--- src/rtl/mem_bus_pkg.sv ---
// Shared definitions for the memory bus arbiter: default address width,
// arbiter state encoding and requester port indices.
package mem_bus_pkg;

  localparam int unsigned AW_DEF = 16;

  typedef enum logic [1:0] {
    ARB_IDLE = 2'd0,
    ARB_RD   = 2'd1,
    ARB_WR   = 2'd2
  } arb_state_e;

  localparam logic PORT_CPU = 1'b0;
  localparam logic PORT_DMA = 1'b1;

endpackage

--- src/rtl/mem_arb_pick.sv ---
// Combinational winner select between the cpu (port 0) and loader (port 1).
// Build option MEM_ARB_RR_EN: ties go to the port that was not served last;
// otherwise ties always go to the cpu. Non-tie selection is the same in both.
module mem_arb_pick
  import mem_bus_pkg::*;
(
  input  logic [1:0] req,
  input  logic       last,
  output logic       win
);

`ifdef MEM_ARB_RR_EN
  logic tie_win;
  assign tie_win = ~last;
`else
  logic tie_win;
  logic unused_last;
  assign tie_win     = PORT_CPU;
  assign unused_last = last;
`endif

  // Single requester wins outright; a tie is resolved by the selected mode.
  always_comb begin
    win = PORT_CPU;
    if (req == 2'b10) begin
      win = PORT_DMA;
    end else if (req == 2'b11) begin
      win = tie_win;
    end
  end

endmodule

--- src/rtl/mem_bus_arbiter.sv ---
// Two-port arbiter for the single 32-bit memory port (port 0 = cpu,
// port 1 = loader/DMA). Each transaction is atomic: the grant is held until
// read data returns, the read times out, or the one-cycle write commits.
// Build option MEM_ARB_RR_EN selects round-robin tie breaking (see mem_arb_pick).
module mem_bus_arbiter
  import mem_bus_pkg::*;
#(
  parameter int unsigned AW         = AW_DEF,
  parameter int unsigned RD_TIMEOUT = 255
) (
  input  logic          clk,
  input  logic          rst_n,
  input  logic [1:0]    req_rd,
  input  logic [1:0]    req_wr,
  input  logic [2*AW-1:0] req_addr,
  input  logic [63:0]   req_wr_data,
  output logic [1:0]    rd_valid,
  output logic [1:0]    wr_done,
  output logic [31:0]   rd_data,
  output logic          mem_rd_en,
  output logic          mem_wr_en,
  output logic [AW-1:0] mem_addr,
  output logic [31:0]   mem_wr_data,
  input  logic [31:0]   mem_rd_data,
  input  logic          mem_rd_valid,
  output logic          bus_err
);

  // A zero timeout disables the watchdog; keep the counter at least 1 bit wide.
  localparam int unsigned CntW = (RD_TIMEOUT > 0) ? $clog2(RD_TIMEOUT + 1) : 1;
  localparam logic [CntW-1:0] CntMax = CntW'(RD_TIMEOUT);
  localparam logic ToEn = (RD_TIMEOUT != 0);

  arb_state_e      state_q, state_d;
  logic            gnt_q, gnt_d;
  logic            last_q, last_d;
  logic [CntW-1:0] cnt_q, cnt_d;

  logic [1:0]    req;
  logic          win;
  logic          timed_out;
  logic [AW-1:0] gnt_addr;
  logic [31:0]   gnt_wdata;

  assign req       = req_rd | req_wr;
  assign timed_out = ToEn && (cnt_q == CntMax);
  assign gnt_addr  = (gnt_q == PORT_DMA) ? req_addr[2*AW-1:AW] : req_addr[AW-1:0];
  assign gnt_wdata = (gnt_q == PORT_DMA) ? req_wr_data[63:32] : req_wr_data[31:0];

  mem_arb_pick u_pick (
    .req  (req),
    .last (last_q),
    .win  (win)
  );

  // State, grant, last-served and timeout counter registers.
  always_ff @(posedge clk or negedge rst_n) begin
    if (!rst_n) begin
      state_q <= ARB_IDLE;
      gnt_q   <= 1'b0;
      last_q  <= 1'b1;
      cnt_q   <= '0;
    end else begin
      state_q <= state_d;
      gnt_q   <= gnt_d;
      last_q  <= last_d;
      cnt_q   <= cnt_d;
    end
  end

  // Next-state logic and all outputs; memory side is driven from the grant.
  always_comb begin
    state_d     = state_q;
    gnt_d       = gnt_q;
    last_d      = last_q;
    cnt_d       = cnt_q;
    rd_valid    = 2'b00;
    wr_done     = 2'b00;
    rd_data     = 32'h0;
    mem_rd_en   = 1'b0;
    mem_wr_en   = 1'b0;
    mem_addr    = '1;
    mem_wr_data = 32'h0;
    bus_err     = 1'b0;

    unique case (state_q)
      ARB_IDLE: begin
        if (|req) begin
          gnt_d = win;
          cnt_d = '0;
          if (req_wr[win]) begin
            state_d = ARB_WR;
            // Read and write together is a protocol violation; the write wins.
            bus_err = req_rd[win];
          end else begin
            state_d = ARB_RD;
          end
        end
      end
      ARB_RD: begin
        mem_rd_en = 1'b1;
        mem_addr  = gnt_addr;
        cnt_d     = cnt_q + CntW'(1);
        if (mem_rd_valid) begin
          rd_valid[gnt_q] = 1'b1;
          rd_data         = mem_rd_data;
          last_d          = gnt_q;
          state_d         = ARB_IDLE;
        end else if (timed_out) begin
          // Release the requester with zero data rather than hang the bus.
          rd_valid[gnt_q] = 1'b1;
          bus_err         = 1'b1;
          last_d          = gnt_q;
          state_d         = ARB_IDLE;
        end
      end
      ARB_WR: begin
        mem_wr_en      = 1'b1;
        mem_addr       = gnt_addr;
        mem_wr_data    = gnt_wdata;
        wr_done[gnt_q] = 1'b1;
        last_d         = gnt_q;
        state_d        = ARB_IDLE;
      end
      default: begin
        state_d = ARB_IDLE;
      end
    endcase
  end

endmodule

--- config.mk ---
export PLATFORM = sky130hd
export DESIGN_NAME = mem_bus_arbiter
export DESIGN_NICKNAME = d
export VERILOG_FILES = /design/src/rtl/mem_bus_pkg.sv /design/src/rtl/mem_arb_pick.sv /design/src/rtl/mem_bus_arbiter.sv
export SDC_FILE = /design/constraint.sdc
export NUM_CORES = 1
export LEC_CHECK = 0
export CORE_UTILIZATION = 24
export CTS_CLUSTER_DIAMETER = 200
export CTS_CLUSTER_SIZE = 25
export DETAILED_ROUTE_END_ITERATION = 16
export GPL_TIMING_DRIVEN = 1
export PLACE_DENSITY = 0.9
export SYNTH_ARGS = -nofsm -noshare
export SYNTH_HDL_FRONTEND = slang
export SYNTH_SLANG_ARGS = --single-unit
--- constraint.sdc ---
create_clock -name clk -period 1.5 [get_ports clk]
set_clock_uncertainty 0.05 [all_clocks]
set_input_delay 0.225 -clock clk [delete_from_list [all_inputs] [get_ports clk]]
set_output_delay 0.225 -clock clk [all_outputs]
set_load 0.01 [all_outputs]
==> results of run 1 <==
-- Yosys cell counts (all sizes together), types with 2 or more instances --
| cell | count |
|---|---|
| a2111oi | 2 |
| a211oi | 4 |
| a21oi | 3 |
| a32o | 2 |
| and3 | 32 |
| buf | 7 |
| clkbuf | 13 |
| dfrtp | 11 |
| ha | 4 |
| inv | 6 |
| mux2i | 48 |
| nand2 | 22 |
| nand3 | 4 |
| nor2 | 10 |
| nor2b | 34 |
| o21ai | 6 |
| xnor2 | 6 |
-- state kept, by name, indices dropped and copies added, names as in the netlist --
signal,count
gnt_q,1
cnt_q,8
state_q,2
-- final cells by class --
| type | instances | area, um2 |
|---|---|---|
| clock buffers | 4 | 45.0 |
| fillers | 451 | 1650 |
| inverters | 6 | 22.5 |
| multi-input cells | 189 | 1970 |
| flip-flops and latches | 11 | 277 |
| well taps | 96 | 120 |
| repair buffers | 284 | 2830 |
-- worst paths after layout --
| check | end | slack [ns] | startpoint |
|---|---|---|---|
| worst max-delay path | mem_addr[7] | -0.29 | state_q[1] |
| worst min-delay path | cnt_q[0] | 0.27 | rst_n |
| worst max register to register | cnt_q[5] | -0.24 | state_q[0] |
| worst min register to register | cnt_q[7] | 0.60 | cnt_q[7] |
| max in group asynchronous | gnt_q | 0.76 | rst_n |
| min in group clk | gnt_q | 0.46 | req_wr[0] |
-- logic make-up (layout without fill, tap and decap cells) --
family                     count (synthesis)  count (layout)
buffers and inverters                     26             294
adders and majority gates                  4               4
DFF                                       11              11
xor gates and xnor gates                   7               7
muxes                                     48              48
AOI/OAI and AO/OA                         21              21
and+or+nand+nor                          109             109
-- layer usage --
| layer | track usage | share of wire | up-vias |
|---|---|---|---|
| met5 | 0 | 0 | - |
| met4 | 0.0969 | 0.040 | 0 |
| met3 | 0.0502 | 0.076 | 38 |
| met2 | 0.447 | 0.54 | 160 |
| met1 | 0.254 | 0.35 | 1372 |
| li1 | - | - | 1330 |
-- worst register-to-register path: stages, from the launching register on --
cell and delay [ns]:
dfrtp_1 0.40, buf_6 0.13, ha_4 0.19, buf_6 0.14
o211ai_1 0.31, a211oi_2 0.08, xnor2_1 0.24, nor2_1 0.07
-- stage by stage --
| stage | worst slack [ns] | hold WS (ns) |
|---|---|---|
| final | -0.286 | 0.269 |
| after detailed placement | -0.680 | 0.567 |
| after CTS | -0.254 | 0.308 |
| after global placement | -0.647 | 0.535 |
| after global routing | -0.335 | 0.317 |
| after floorplan | -0.0625 | -0.121 |
-- power by group --
| part | switching [W] | leakage (nW) | internal (W) |
|---|---|---|---|
| combinational | 0.00269 | 2.25 | 0.00378 |
| sequential | 0.0000681 | 0.147 | 0.000354 |
| clock | 0.000127 | 0.0228 | 0.000188 |
| total | 0.00289 | 2.42 | 0.00433 |
-- timing repair --
| action | in CTS | in global routing |
|---|---|---|
| setup buffers | 17 | 6 |
| hold buffers | 0 | 0 |
| resized for setup | 429 | 125 |
| endpoints found under the setup margin | 96 | 97 |
| cloned | 6 | 4 |
| pin swaps | 14 | 25 |
==> metrics.yaml, run 1 <==
floorplan:
  die-area_um2: 7630
  fp-row-count: 30
  die_h_um: 87.4
  start_util: 0.253
  boundaryPins: 222
  core_area_um2: 6910
  die_w_um: 87.4
logic_synthesis:
  synthCells: 226
  synth-edff-count: 0
  ys_warn_count: 0
  synthesis.area_um2: 1750
  synth.yosys.seq_area_share: 0.157
  yosys.area.top_type: "mux2i_1"
  syn_area_per_cell_um2: 7.74
  synth_compound_area_frac: 0.0901
  synth_fp_nets: 365
  synth_xor_area_frac: 0.0351
  synth-async-reset-ratio: 1.00
  synth.area.top_cells: "mux2i_1 27%, dfrtp_1 16%, nor2b_1 12%"
  synth_top_area_frac: 0.275
  synth_cell_types: 32
  ys_ff_latch: 11
  yosys.area_share.adder: 0.0286
  synth_top_family_by_area: "simple AND/OR/NAND/NOR gates"
  yosys.area_share.simple: 0.353
  synth-main-ff-cell: "dfrtp_1"
  synthMuxAreaShare: 0.275
clocking:
  clkLatencyLatePin_ns: 0.25
  cts_htree_levels: 1
  path_clk_slew_ns: 0.05
  cts_tree: "yes"
  cts.sinks: 11
  cts_max_path_buffers: 2
  root_buffer: "clkbuf_8"
  numCtsBuffers: 3
route:
  drtIter0Drc: 77
  drc_errors: 0
  final_antenna_net_count: 0
  vias: 2900
  vias_per_cell: 4.92
  routed_wl_um: 11400
  first_pass_iters: 4
  wl_per_cell_um: 19.3
outcome:
  violations: "negative setup slack"
  status: "complete, but fails checks"
sta:
  fin_ws_ns: -0.286
  relSlewSlack: 0.656
  max_slew.worst_pin.slew_ns: 0.514
  rsz0062_at_grt: "yes"
  final.setup.tns_ns: -17.99
  slew_viol_final: 0
  period_share: 1.19
  setup_viol: 94
  fin_crit_ns: 1.79
  max_freq_mhz: 560
  hold_viol: 0
global_route:
  grt_pass1_wl_um: 14000
  grt-ovfl-total: 0
  antenna_found_initial: 0
  grt_max_degree: 23
  grt_pass1_vias: 2729
  grt_util_all_layers: 0.237
critical_path:
  worstPathRequired_ns: 1.22
  crit_path_max_incr_delay_ns: 0.41
  path_cells: "inv_2 > ha_4 > buf_12 > buf_8 > nand2_2 > buf_6"
  crit_type: "reg -> out"
  critical-path-top-delay-family: "buffers and inverters"
  path_depth: 6
  crit_fanout: 7
  r2r_cells: 7
  arrival_ns: 1.51
  crit_buf_inv: 4
  start_kind: "flip-flop"
  crit_slowest_cell: "dfrtp_1"
  crit_path_end_kind: "primary output"
placement:
  hpwlAfterDp_um: 7120
  place_inst: 557
  placed_cell_area_um2: 4340
  gp_congestion: 0.872
  port_buffers: 221
min_path:
  hold_path_class: "in -> async"
finish:
  final_cells: 590
  diodes: 0
  fin_util: 0.761
  final_nets: 634
  fin_area_um2: 5260
  layout_commonest_cell: "clkdlybuf4s50_1"
  areaGrowthSynthToFinish_pct: 201
  mostFrequentLayoutCells: "131 x clkdlybuf4s50_1, 56 x buf_6, 51 x buf_2"
  drive_gt1_frac: 0.484
power_and_ir_drop:
  total_power_w: 0.00721
  p_per_area_nw_per_um2: 1370
  peakVddDrop_v: 0.000961
  leakagePower_nw: 2.42
flow_run:
  maxCapViolations: 0
Note: power is estimated with default switching activity, not from simulation.
==> inputs of run 2 (changes only) <==
CORE_AREA = 2 2 85 87   (was not set)
CORE_UTILIZATION = not set   (was 24)
DIE_AREA = 0 0 87 89   (was not set)
PLACE_DENSITY = 0.92   (was 0.9)
clock period = 2.28 ns   (was 1.5 ns; I/O delays follow)
==> run 2 against run 1 <==
The run now ends clean. Global-route usage fell by 3.9 points. Clock power fell by 37%. Sequential power decreased by 37%. First-iteration DRC count shrank 29%. Flip-flop and latch count is the same. Final cell count down 11%. Power fell by 61%. Hold slack better by 0.12 ns. Count of clock-buffer cells in the layout down 1. Critical path depth shrank 2. Via count is 14% lower. Largest cell class unchanged. Largest power group unchanged. Highest routed layer unchanged.
==> metrics.yaml, run 2 (synthesis gave the netlist of run 1 again) <==
outcome:
  status: "completed"  # was complete, but fails checks
clocking:
  cts_max_path_buffers: 2  # unchanged
  cts_htree_levels: 1  # unchanged
  numCtsBuffers: 3  # unchanged
  root_buffer: "clkbuf_8"  # unchanged
  holdBufCountCts: 0  # unchanged
  path_clk_slew_ns: 0.05  # about the same
  postCtsSetupBuffers: 0  # was 17
  cts.sinks: 11  # unchanged
  clkLatencyLatePin_ns: 0.24  # was 0.25 ns
  cts_tree: "yes"  # unchanged
finish:
  register_area_um2: 277  # unchanged
  areaGrowthSynthToFinish_pct: 144  # was 201%
  nFillCells: 546  # was 451
  diodes: 0  # unchanged
  largest_reg_flops: 8  # unchanged
  top_register: "cnt_q"  # unchanged
  final_nets: 587  # was 634
  top_regs: "cnt_q (8), state_q (2), gnt_q (1)"  # unchanged
  multi_input_area_um2: 1380  # was 1970 um2
  mostFrequentLayoutCells: "185 x clkdlybuf4s50_1, 48 x mux2i_1, 34 x nor2b_1"  # was 131 x clkdlybuf4s50_1, 56 x buf_6, 51 x buf_2
  layout_commonest_cell: "clkdlybuf4s50_1"  # unchanged
  drive_gt1_frac: 0.0671  # was 0.484
sta:
  slew_viol_final: 0  # unchanged
  whs_ns: 0.391  # was 0.269 ns
  period_share: 0.998
  setup_viol: 0  # was 94
  hold_viol: 0  # unchanged
  fin_crit_ns: 2.27
  final.setup.tns_ns: 0  # was -17.99 ns
  rsz0062_at_grt: "yes"  # unchanged
  max_freq_mhz: 440
  fin_ws_ns: 0.00544  # was -0.286 ns
  relSlewSlack: 0.523  # was 0.656
  max_slew.worst_pin.slew_ns: 0.714  # was 0.514 ns
global_route:
  grt_max_degree: 38  # was 23
  grt_pass1_vias: 2535  # was 2729
  grt_pass1_wl_um: 12300  # was 14000 um
  grt-ovfl-total: 0  # unchanged
  grt_util_all_layers: 0.198  # was 0.237
  antenna_found_initial: 0  # unchanged
route:
  drtIter0Drc: 55  # was 77
  drc_errors: 0  # unchanged
  vias: 2494  # was 2900
  routed_wl_um: 8260  # was 11400 um
  first_pass_iters: 4  # unchanged
  final_antenna_net_count: 0  # unchanged
  vias_per_cell: 4.73  # was 4.92
  wl_per_cell_um: 15.7  # was 19.3 um
floorplan:
  die-area_um2: 7740  # was 7630 um2
  start_util: 0.260  # was 0.253
  die_h_um: 89  # was 87.4 um
  boundaryPins: 222  # unchanged
  fp-row-count: 30  # unchanged
  core_area_um2: 6720  # was 6910 um2
  die_w_um: 87  # was 87.4 um
critical_path:
  start_kind: "flip-flop"  # unchanged
  crit_path_end_kind: "primary output"  # unchanged
  crit_fanout: 16  # was 7
  crit_type: "reg -> out"  # unchanged
  arrival_ns: 1.88  # was 1.51 ns
  startpoint: "state_q[0]"  # was state_q[1]
  r2r_start: "state_q[0]"  # unchanged
  worstPathRequired_ns: 1.89  # was 1.22 ns
placement:
  pre_cts_ws_ns: -0.0390  # was -0.680 ns
  gp_congestion: 0.872  # about the same
  hpwlAfterDp_um: 6860  # was 7120 um
  port_buffers: 221  # unchanged
power_and_ir_drop:
  total_power_w: 0.00281  # was 0.00721 W
  p_per_area_nw_per_um2: 659  # was 1370 nW/um2
  leakagePower_nw: 2.29  # was 2.42 nW
  peakVddDrop_v: 0.000395  # was 0.000961 V
flow_run:
  maxCapViolations: 0  # unchanged
min_path:
  hold_path_class: "in -> async"  # unchanged
run 2: layer usage:
| layer | vias to the layer above | GRT usage | share of wire | wire length [um] |
|---|---|---|---|---|
| li1 | 1230 | - | - | - |
| met1 | 1106 | 0.198 | 0.35 | 2920 |
| met4 | 0 | 0.0611 | 0.027 | 224 |
| met3 | 14 | 0.0693 | 0.11 | 901 |
| met2 | 144 | 0.384 | 0.51 | 4220 |
| met5 | - | 0 | 0 | 0 |
run 2: through the flow:
step / area [um2] / instances / utilization
6_report: 4270 / 527 / 0.636
5_1_grt: 4270 / 527 / 0.636
4_1_cts: 4180 / 527 / 0.622
3_5_place_dp: 4120 / 523 / 0.614
3_3_place_gp: 4120 / 523 / 0.614
2_1_floorplan: 1750 / 226 / -
run 2: final cells by class:
type,count,area share
Clock inverter,1,0.00117
Tap cell,80,0.0234
Inverter,6,0.00527
Clock buffer,3,0.00967
Multi-Input combinational cell,189,0.322
Sequential cell,11,0.0648
Timing Repair Buffer,237,0.573
run 2: final timing paths:
kind,end,cells after the start,slack [ns]
setup / recovery,mem_addr[9],4,0.005
hold / removal,cnt_q[7],1,0.39
setup reg to reg,cnt_q[7],7,0.32
hold reg to reg,state_q[1],1,0.48
max in group asynchronous,gnt_q,1,1.42
min in group clk,state_q[1],1,0.48
run 2: what timing repair did:
action | 4_1_cts | 5_1_grt
cloned | 0 | 0
endpoints found under the setup margin | 52 | 70
resized for setup | 9 | 35
run 2: report_power, final:
part / leakage [nW] / total (W) / internal, W / switching (W)
sequential: 0.147 / 0.000265 / 0.000233 / 0.0000321
combinational: 2.12 / 0.00235 / 0.00132 / 0.00103
clock: 0.0255 / 0.000199 / 0.000120 / 0.0000781
total: 2.29 / 0.00281 / 0.00167 / 0.00114
run 2: critical path: stages, from the launching register on:
cell and delay, ns:
dfrtp_1 0.38, inv_1 0.08, ha_2 0.51, nand2_1 0.13, clkdlybuf4s50_1 0.52
==> inputs of run 3 (changes only) <==
CORE_AREA = 2 2 87 89   (was 2 2 85 87)
DIE_AREA = 0 0 89 91   (was 0 0 87 89)
PLACE_DENSITY = 0.89   (was 0.92)
SYNTH_HIERARCHICAL = 1   (was not set)
==> run 3 against run 2 <==
Critical path depth up 1. Clock power about the same. Critical endpoint is now rd_data[9]. Synthesized cell count unchanged. Largest power group unchanged. Area after synthesis unchanged.
==> metrics.yaml, run 3 <==
clocking:
  cts.sinks: 11  # unchanged
  cts_tree: "yes"  # unchanged
  holdBufCountCts: 0  # unchanged
  cts_htree_levels: 1  # unchanged
  cts_max_path_buffers: 2  # unchanged
  numCtsBuffers: 3  # unchanged
  root_buffer: "clkbuf_8"  # unchanged
  path_clk_slew_ns: 0.05  # about the same
  clkLatencyLatePin_ns: 0.24  # about the same
route:
  vias_per_cell: 4.50  # was 4.73
  routed_wl_um: 7810  # was 8260 um
  final_antenna_net_count: 0  # unchanged
  drc_errors: 0  # unchanged
  wl_per_cell_um: 14.4  # was 15.7 um
  drtIter0Drc: 46  # was 55
  vias: 2448  # was 2494
  first_pass_iters: 4  # unchanged
floorplan:
  fp-row-count: 31  # was 30
  die_w_um: 89  # was 87 um
  start_util: 0.245  # was 0.260
  die-area_um2: 8100  # was 7740 um2
  core_area_um2: 7140  # was 6720 um2
  boundaryPins: 222  # unchanged
  die_h_um: 91  # was 89 um
sta:
  period_share: 0.993  # was 0.998
  rsz0062_at_grt: "yes"  # unchanged
  fin_ws_ns: 0.0153  # was 0.00544 ns
  max_slew.worst_pin.slew_ns: 0.506  # was 0.714 ns
  setup_viol: 0  # unchanged
  fin_crit_ns: 2.26  # was 2.27 ns
  slew_viol_final: 0  # unchanged
  max_freq_mhz: 442  # was 440 MHz
  relSlewSlack: 0.662  # was 0.523
  final.setup.tns_ns: 0  # unchanged
  hold_viol: 0  # unchanged
power_and_ir_drop:
  leakagePower_nw: 1.88  # was 2.29 nW
  peakVddDrop_v: 0.000401  # was 0.000395 V
  p_per_area_nw_per_um2: 770  # was 659 nW/um2
finish:
  largest_reg_flops: 8  # unchanged
  top_register: "cnt_q"  # unchanged
  layout_commonest_cell: "clkdlybuf4s50_1"  # unchanged
  areaGrowthSynthToFinish_pct: 140  # was 144%
  top_regs: "cnt_q (8), state_q (2), gnt_q (1)"  # unchanged
  fin_util: 0.589  # was 0.636
  fin_area_um2: 4200  # was 4270 um2
  drive_gt1_frac: 0.0587  # was 0.0671
  final_cells: 544  # was 527
  mostFrequentLayoutCells: "205 x clkdlybuf4s50_1, 50 x mux2i_1, 34 x nor2b_1"  # was 185 x clkdlybuf4s50_1, 48 x mux2i_1, 34 x nor2b_1
  final_nets: 583  # was 587
critical_path:
  regToRegSetupSlack_ns: 0.40  # was 0.32 ns
  crit_type: "reg -> out"  # unchanged
  crit_buf_inv: 3  # was 2
  crit_slowest_cell: "clkdlybuf4s50_1"  # unchanged
  worstPathRequired_ns: 1.89  # about the same
  r2r_cells: 7  # unchanged
  startpoint: "state_q[1]"  # was state_q[0]
  start_kind: "flip-flop"  # unchanged
  regToRegEndpoint: "cnt_q[6]"  # was cnt_q[7]
  arrival_ns: 1.87  # was 1.88 ns
  path_cells: "inv_1 > ha_2 > buf_8 > and3_1 > clkdlybuf4s50_1"  # was inv_1 > ha_2 > nand2_1 > clkdlybuf4s50_1
  critical-path-top-delay-family: "buffers and inverters"  # unchanged
  crit_path_max_incr_delay_ns: 0.55  # was 0.52 ns
  crit_path_end_kind: "primary output"  # unchanged
  r2r_start: "state_q[1]"  # was state_q[0]
  crit_fanout: 22  # was 16
placement:
  pre_cts_ws_ns: -0.389  # was -0.0390 ns
  placed_cell_area_um2: 4110  # was 4120 um2
  place_inst: 538  # was 523
  hpwlAfterDp_um: 6570  # was 6860 um
  gp_congestion: 0.898  # was 0.872
  port_buffers: 221  # unchanged
min_path:
  hold_path_class: "in -> async"  # unchanged
global_route:
  grt_pass1_wl_um: 11300  # was 12300 um
  grt_pass1_vias: 2326  # was 2535
  grt_util_all_layers: 0.173  # was 0.198
  antenna_found_initial: 3  # was 0
  grt_max_degree: 42  # was 38
  grt-ovfl-total: 0  # unchanged
logic_synthesis:
  synth_fp_nets: 365  # unchanged
  ys_warn_count: 6  # was 0
  syn_area_per_cell_um2: 7.74  # unchanged
  synthesis.area_um2: 1750  # unchanged
  synthCells: 226  # unchanged
outcome:
  status: "completed"  # unchanged
flow_run:
  maxCapViolations: 0  # unchanged
[run 3: stage by stage]
stage                     power [W]  hold slack, ns
final                       0.00324           0.391
after global routing        0.00349           0.431
after CTS                   0.00327           0.409
after detailed placement    0.00305           0.466
after global placement      0.00300           0.456
after floorplan             0.00166        -0.00359
[run 3: area by class of cell]
cell class / instances / area [um2]
inverters: 5 / 18.8
well taps: 99 / 124
multi-input cells: 191 / 1380
clock buffers: 4 / 45.0
repair buffers: 232 / 2350
diodes: 2 / 5.00
flip-flops and latches: 11 / 277
fillers: 634 / 2940
[run 3: layer usage]
layer / wire (um) / global-route usage / up-vias
met5: 0 / 0 / -
met4: 32 / 0.0187 / 0
met3: 923 / 0.0518 / 4
met2: 4120 / 0.338 / 125
met1: 2740 / 0.181 / 1091
li1: - / - / 1228
[run 3: worst max path at each step]
stage	to	slack, ns	depth (start not counted)
3_3_place_gp	bus_err	-0.36	6
3_5_place_dp	bus_err	-0.39	6
5_1_grt	rd_data[10]	-0.07	5
2_1_floorplan	rd_data[10]	0.46	5
6_report	rd_data[9]	0.02	5
4_1_cts	rd_data[4]	0.004	5
[run 3: where the power goes]
group / switching (W) / internal [W]
Clock: 0.0000753 / 0.000123
Sequential: 0.0000391 / 0.000239
Combinational: 0.00120 / 0.00156
Total: 0.00132 / 0.00192
[run 3: what timing repair did]
item                       4_1_cts  5_1_grt
gates resized for setup         13       13
setup endpoints to repair       51       57
setup buffers                    0        0
pin swaps                        0        1
